$ cat src/rtl/rom_fetch_if.sv
// ----------------------------------------------------------------------------
// rom_fetch_if
//   Fetch-to-decode handshake bundle. The fetch stage presents the head of its
//   prefetch FIFO; the consumer accepts it with fetch_ready_i.
//   Signals:
//     fetch_valid_o  head entry valid                 (master -> slave)
//     fetch_ready_i  consumer accepts the head entry  (slave  -> master)
//     fetch_data_o   head instruction word            (master -> slave)
//     fetch_addr_o   word address of the head entry   (master -> slave)
//     fetch_error_o  head entry carries a ROM error   (master -> slave)
// ----------------------------------------------------------------------------
interface rom_fetch_if #(
    parameter int DATA_WIDTH = 16,
    parameter int ADDR_WIDTH = 8
);
    logic                  fetch_valid_o;
    logic                  fetch_ready_i;
    logic [DATA_WIDTH-1:0] fetch_data_o;
    logic [ADDR_WIDTH-1:0] fetch_addr_o;
    logic                  fetch_error_o;

    modport master (
        output fetch_valid_o,
        output fetch_data_o,
        output fetch_addr_o,
        output fetch_error_o,
        input  fetch_ready_i
    );

    modport slave (
        input  fetch_valid_o,
        input  fetch_data_o,
        input  fetch_addr_o,
        input  fetch_error_o,
        output fetch_ready_i
    );
endinterface

$ cat src/rtl/rom_fetch.sv
// ----------------------------------------------------------------------------
// rom_fetch
//   Instruction fetch stage sitting directly upstream of a combinational ROM.
//   Holds the fetch PC, drives the ROM address, captures {data, addr, error}
//   into a small prefetch FIFO and presents the head entry to decode.
//   A redirect reloads the PC and flushes the FIFO; a ROM error halts issue
//   until the next redirect while the FIFO keeps draining.
//   Ports:
//     clk_i            clock, rising edge
//     rst_i            asynchronous, active-high reset
//     redirect_i       load PC from redirect_addr_i and flush the FIFO
//     redirect_addr_i  new fetch address
//     rom_addr_o       ROM address (the PC register)
//     rom_data_i       ROM word at rom_addr_o, same cycle
//     rom_error_i      ROM error flag for rom_addr_o
//     fetch            handshake bundle to decode (master side)
//     halted_o         fetch is halted after a ROM error
//     count_o          FIFO occupancy, 0..FIFO_DEPTH
// ----------------------------------------------------------------------------
module rom_fetch #(
    parameter int                    DATA_WIDTH = 16,
    parameter int                    ADDR_WIDTH = 8,
    parameter int                    FIFO_DEPTH = 4,
    parameter logic [ADDR_WIDTH-1:0] RESET_ADDR = '0
) (
    input  logic                          clk_i,
    input  logic                          rst_i,
    input  logic                          redirect_i,
    input  logic [ADDR_WIDTH-1:0]         redirect_addr_i,
    output logic [ADDR_WIDTH-1:0]         rom_addr_o,
    input  logic [DATA_WIDTH-1:0]         rom_data_i,
    input  logic                          rom_error_i,
    rom_fetch_if.master                   fetch,
    output logic                          halted_o,
    output logic [$clog2(FIFO_DEPTH):0]   count_o
);

    localparam int PTR_W = $clog2(FIFO_DEPTH);
    localparam int CNT_W = PTR_W + 1;

    typedef enum logic {ST_RUN = 1'b0, ST_HALT = 1'b1} state_t;

    state_t             r_state;
    state_t             w_state_nxt;
    logic [ADDR_WIDTH-1:0] r_pc;
    logic [PTR_W-1:0]   r_wr_ptr;
    logic [PTR_W-1:0]   r_rd_ptr;
    logic [CNT_W-1:0]   r_count;

    // Entry storage: data only, never reset; visibility is governed by r_count.
    logic [DATA_WIDTH-1:0] r_mem_data [FIFO_DEPTH];
    logic [ADDR_WIDTH-1:0] r_mem_addr [FIFO_DEPTH];
    logic                  r_mem_err  [FIFO_DEPTH];

    logic w_valid;
    logic w_pop;
    logic w_issue;

    // Valid is gated by redirect so a flush cycle never also pops an entry.
    assign w_valid = (r_count != '0) && !redirect_i;
    assign w_pop   = w_valid && fetch.fetch_ready_i;
    // A full FIFO may still issue when the head leaves in the same cycle.
    assign w_issue = (r_state == ST_RUN) && !redirect_i &&
                     ((r_count < CNT_W'(FIFO_DEPTH)) || w_pop);

    assign rom_addr_o          = r_pc;
    assign halted_o            = (r_state == ST_HALT);
    assign count_o             = r_count;
    assign fetch.fetch_valid_o = w_valid;
    assign fetch.fetch_data_o  = w_valid ? r_mem_data[r_rd_ptr] : '0;
    assign fetch.fetch_addr_o  = w_valid ? r_mem_addr[r_rd_ptr] : '0;
    assign fetch.fetch_error_o = w_valid ? r_mem_err[r_rd_ptr]  : 1'b0;

    always_comb begin
        w_state_nxt = r_state;
        if (redirect_i) begin
            w_state_nxt = ST_RUN;
        end else if (w_issue && rom_error_i) begin
            w_state_nxt = ST_HALT;
        end
    end

    always_ff @(posedge clk_i or posedge rst_i) begin
        if (rst_i) begin
            r_state <= ST_RUN;
        end else begin
            r_state <= w_state_nxt;
        end
    end

    always_ff @(posedge clk_i or posedge rst_i) begin
        if (rst_i) begin
            r_pc     <= RESET_ADDR;
            r_wr_ptr <= '0;
            r_rd_ptr <= '0;
            r_count  <= '0;
        end else if (redirect_i) begin
            r_pc     <= redirect_addr_i;
            r_wr_ptr <= '0;
            r_rd_ptr <= '0;
            r_count  <= '0;
        end else begin
            // PC holds on an erroring word so the faulting address is retained.
            if (w_issue && !rom_error_i) begin
                r_pc <= r_pc + 1'b1;
            end
            if (w_issue) begin
                r_wr_ptr <= r_wr_ptr + 1'b1;
            end
            if (w_pop) begin
                r_rd_ptr <= r_rd_ptr + 1'b1;
            end
            case ({w_issue, w_pop})
                2'b10:   r_count <= r_count + 1'b1;
                2'b01:   r_count <= r_count - 1'b1;
                default: r_count <= r_count;
            endcase
        end
    end

    always_ff @(posedge clk_i) begin
        if (w_issue) begin
            r_mem_data[r_wr_ptr] <= rom_data_i;
            r_mem_addr[r_wr_ptr] <= r_pc;
            r_mem_err[r_wr_ptr]  <= rom_error_i;
        end
    end

endmodule
$ cat src/flat_wrapper.sv
// flat-port wrapper written by rule: the top's interface ports become plain ports
module rom_fetch_flat 
#(
    parameter int                    DATA_WIDTH = 16,
    parameter int                    ADDR_WIDTH = 8,
    parameter int                    FIFO_DEPTH = 4,
    parameter logic [ADDR_WIDTH-1:0] RESET_ADDR = '0
)
  (clk_i, rst_i, redirect_i, redirect_addr_i, rom_addr_o, rom_data_i, rom_error_i, halted_o, count_o, fetch_fetch_valid_o, fetch_fetch_data_o, fetch_fetch_addr_o, fetch_fetch_error_o, fetch_fetch_ready_i);
  rom_fetch_if #(.DATA_WIDTH(DATA_WIDTH), .ADDR_WIDTH(ADDR_WIDTH)) fetch_i ();
  input  logic clk_i;
  input  logic rst_i;
  input  logic redirect_i;
  input  logic [ADDR_WIDTH-1:0] redirect_addr_i;
  output logic [ADDR_WIDTH-1:0] rom_addr_o;
  input  logic [DATA_WIDTH-1:0] rom_data_i;
  input  logic rom_error_i;
  output logic halted_o;
  output logic [$clog2(FIFO_DEPTH):0] count_o;
  output wire logic [$bits(fetch_i.fetch_valid_o)-1:0] fetch_fetch_valid_o;
  output wire logic [$bits(fetch_i.fetch_data_o)-1:0] fetch_fetch_data_o;
  output wire logic [$bits(fetch_i.fetch_addr_o)-1:0] fetch_fetch_addr_o;
  output wire logic [$bits(fetch_i.fetch_error_o)-1:0] fetch_fetch_error_o;
  input wire logic [$bits(fetch_i.fetch_ready_i)-1:0] fetch_fetch_ready_i;
  assign fetch_fetch_valid_o = fetch_i.fetch_valid_o;
  assign fetch_fetch_data_o = fetch_i.fetch_data_o;
  assign fetch_fetch_addr_o = fetch_i.fetch_addr_o;
  assign fetch_fetch_error_o = fetch_i.fetch_error_o;
  assign fetch_i.fetch_ready_i = fetch_fetch_ready_i;
  rom_fetch #(.DATA_WIDTH(DATA_WIDTH), .ADDR_WIDTH(ADDR_WIDTH), .FIFO_DEPTH(FIFO_DEPTH), .RESET_ADDR(RESET_ADDR)) u_core (.clk_i(clk_i), .rst_i(rst_i), .redirect_i(redirect_i), .redirect_addr_i(redirect_addr_i), .rom_addr_o(rom_addr_o), .rom_data_i(rom_data_i), .rom_error_i(rom_error_i), .fetch(fetch_i), .halted_o(halted_o), .count_o(count_o));
endmodule
$ cat config.mk
export PLATFORM = sky130hd
export DESIGN_NAME = rom_fetch_flat
export DESIGN_NICKNAME = d
export VERILOG_FILES = /design/src/rtl/rom_fetch_if.sv /design/src/rtl/rom_fetch.sv /design/src/flat_wrapper.sv
export SDC_FILE = /design/constraint.sdc
export NUM_CORES = 1
export LEC_CHECK = 0
export CAP_MARGIN = 20
export CORE_AREA = 2 2 98 100
export DETAILED_ROUTE_END_ITERATION = 7
export DIE_AREA = 0 0 100 102
export PLACE_DENSITY = 0.87
export SLEW_MARGIN = 20
export SYNTH_ARGS = -nofsm -noshare
export SYNTH_HDL_FRONTEND = slang
export SYNTH_SLANG_ARGS = --single-unit
$ cat constraint.sdc
create_clock -name clk_i -period 2.67 [get_ports clk_i]
set_input_delay 0.534 -clock clk_i [delete_from_list [all_inputs] [get_ports clk_i]]
set_output_delay 0.534 -clock clk_i [all_outputs]
set_load 0.01 [all_outputs]
==> impl_metrics.toml <==
[run_status]
status = "completed"

[clocking]
cts_root_buf = "clkbuf_8"
cts_buffers = 17
path_clk_slew_ns = 0.06
clock_latency_ns = 0.50
cts_tree = "yes"
htree_levels = 4
holdBufCountCts = 0
cts_num_sinks = 116
clk_path_buf_depth = 2

[sta]
skew_ns = 0.007423
post-route-min-period_ns = 2.606
fmax_mhz = 383.7
layout_setup_ws_ns = 0.06356
hold_viol = 0
tns_ns = 0
hold_ws_ns = 0.4175
worstMarginPinSlew_ns = 0.6316
slew_headroom = 0.5784
setup_viol = 0
rsz0062_at_grt = "no"
fin_crit_sh = 0.9762
slew_violations = 0

[placement]
placed_cell_area_um2 = 5751
gp_congestion = 0.7480
place_ws_ns = -0.01848
dp_hpwl_um = 5635
port_buffers = 66

[detailed_routing]
drtAntennaViolNets = 0
detail_route.wl_per_cell_um = 19.55
vias = 2758
drt-pass1-iter-count = 6
routed_wl_um = 9560
vias_per_cell = 5.640
drc = 0
drt-initial-drc-count = 90

[die]
die_h_um = 102
io_pins = 67
fp.dieArea_um2 = 10200
core_um2 = 9109
rows = 35
die_x_um = 100
initial_core_util = 0.5282

[finish]
diodes = 0
final_area_um2 = 6422
multiInputGateArea_um2 = 1321
final_util = 0.7051
seq_area_um2 = 3408
n_fill_cell = 551
layout.nets = 400
layout-drive-gt1-share = 0.2434
area_growth_pct = 33.50

[pwr]
internal_power_w = 0.004077
cellPowerDensity_nw_per_um2 = 837.4
power_frac_clock = 0.414
p_sw_frac = 0.2418
p_comb_frac = 0.174
seqPwrFrac = 0.412
leakagePower_nw = 2.273
peakVddDrop_mv = 0.4663
switching_power_w = 0.001301

[global_routing]
antenna_found_initial = 0
grt_pass1_vias = 2838
grt.overflow.total = 0
grt_pass1_wl_um = 15180
grt_max_degree = 28
grt_usage = 0.2053

[synthesis]
synth_flop_cell = "edfxtp_1"
synthMostInstantiatedCell = "edfxtp_1"
synth_area_leaders = "edfxtp_1, mux4_2, dfrtp_1"
ys_seq_area_frac = 0.7074
synth_cell_types = 39
synth_commonest_cells = "edfxtp_1, and2_1, mux4_2"
synth_top_area_share = 0.6242
synthArstFlopShare = 0.1379
synth_area_um2 = 4811
syn_inst = 272
synth.largest_area_cell = "edfxtp_1"
ys.warnings.count = 0
synth.avg_cell_area_um2 = 17.69
ys_seq_elements = 116
syn-num-nets = 307
synth_edf_count = 100

[worst_setup_path]
r2r_slack_ns = 0.22
endpoint_kind = "output pin"
required_ns = 2.14
reg2reg_to = "u_core.count_o[2]"
r2r_cells = 7
arrival_ns = 2.07
cp_max_fo = 6
cp-start-kind = "flip-flop"
crit_type = "reg2out"
r2r_start = "u_core.count_o[1]"

[min_path]
min_path_type = "in2async"

[run]
cap_violations = 0
## how the worst max path moves through the flow
| stage | from | endpoint | slack (ns) | cells past startpoint |
|---|---|---|---|---|
| 4_1_cts | u_core.r_rd_ptr[0] | fetch_fetch_data_o[7] | 0.008 | 5 |
| 3_3_place_gp | redirect_i | fetch_fetch_addr_o[7] | 0.002 | 5 |
| 2_1_floorplan | u_core.count_o[2] | u_core.count_o[2] | 0.38 | 8 |
| 6_report | u_core.r_rd_ptr[0] | fetch_fetch_data_o[6] | 0.06 | 5 |
| 3_5_place_dp | redirect_i | fetch_fetch_addr_o[7] | -0.02 | 5 |
| 5_1_grt | u_core.r_rd_ptr[0] | fetch_fetch_data_o[7] | 0.002 | 5 |
## area by class of cell
cell class                 count  share of cell area
clock buffer                  17             0.06448
clock inverter                15             0.02766
inverter                       4            0.002338
multi-input combinational    138              0.2057
sequential                   116              0.5307
tap                          111             0.02162
timing repair buffer          88              0.1475
## logic make-up (layout without fill, tap and decap cells)
| kind of cell | count (synthesis) | count (layout) | synth area share |
|---|---|---|---|
| DFF | 116 | 116 | 0.7074 |
| muxes | 28 | 28 | 0.1233 |
| AOI/OAI and AO/OA | 23 | 23 | 0.02887 |
| xor gates and xnor gates | 7 | 7 | 0.01274 |
| adders and majority gates | 6 | 6 | 0.01717 |
| buffers and inverters | 18 | 124 | 0.02002 |
| and+or+nand+nor | 74 | 74 | 0.09051 |
## state kept, by name, summed over array words and instances, names as in the netlist
name / count
u_core.r_mem_data: 64
u_core.r_mem_addr: 32
u_core.rom_addr_o: 8
u_core.r_mem_err: 4
u_core.count_o: 3
u_core.r_rd_ptr: 2
u_core.r_wr_ptr: 2
u_core.halted_o: 1
## metal layers
layer | vias up | share of wire | wire length (um) | global-route usage
met5 | - | 0 | 0 | 0
met4 | 0 | 0.024 | 225 | 0.08957
met3 | 22 | 0.045 | 431 | 0.05882
met2 | 107 | 0.52 | 4947 | 0.3472
met1 | 1386 | 0.41 | 3956 | 0.2499
li1 | 1243 | - | - | -
## timing repair
action | 4_1_cts | 5_1_grt
resized for setup | 36 | 20
setup buffers | 5 | 0
gates cloned | 1 | 0
endpoints found under the setup margin | 25 | 17
pin swaps | 1 | 0
## power by group through the flow
stage	Combinational (W)	Sequential, W	Clock (W)
floorplan	0.000495	0.00222	0
global placement	0.000863	0.00224	0
detailed placement	0.000885	0.00226	0
CTS	0.000934	0.00221	0.00226
global route	0.00101	0.00223	0.00234
finish	0.000935	0.00222	0.00223
## critical path, stage by stage, from the launching register on
cell           delay (ns)
dfrtp_2              0.37
buf_12               0.14
buf_16               0.13
mux4_2               0.48
and2_1               0.17
dlygate4sd2_1        0.28
## cell usage in the layout (no fill, tap or decap), drive strengths merged, types with 4 or more instances in the layout
cell / instances
xnor2: 5
clkinvlp: 4
nor2: 7
buf: 24
nand3: 5
nand2: 15
inv: 9
and2: 29
edfxtp: 100
clkbuf: 17
mux4: 25
o21ai: 8
clkdlybuf4s50: 41
a21oi: 7
dfrtp: 16
nor3: 5
ha: 5
clkdlybuf4s15: 16
dlygate4sd2: 7
## per-stage QoR
stage	cells	power, W
final	489	0.005378
after global routing	489	0.005587
after floorplan	272	0.002717
after global placement	451	0.003108
after CTS	489	0.005407
after detailed placement	451	0.003142
Power figures use the tool's default switching activity.
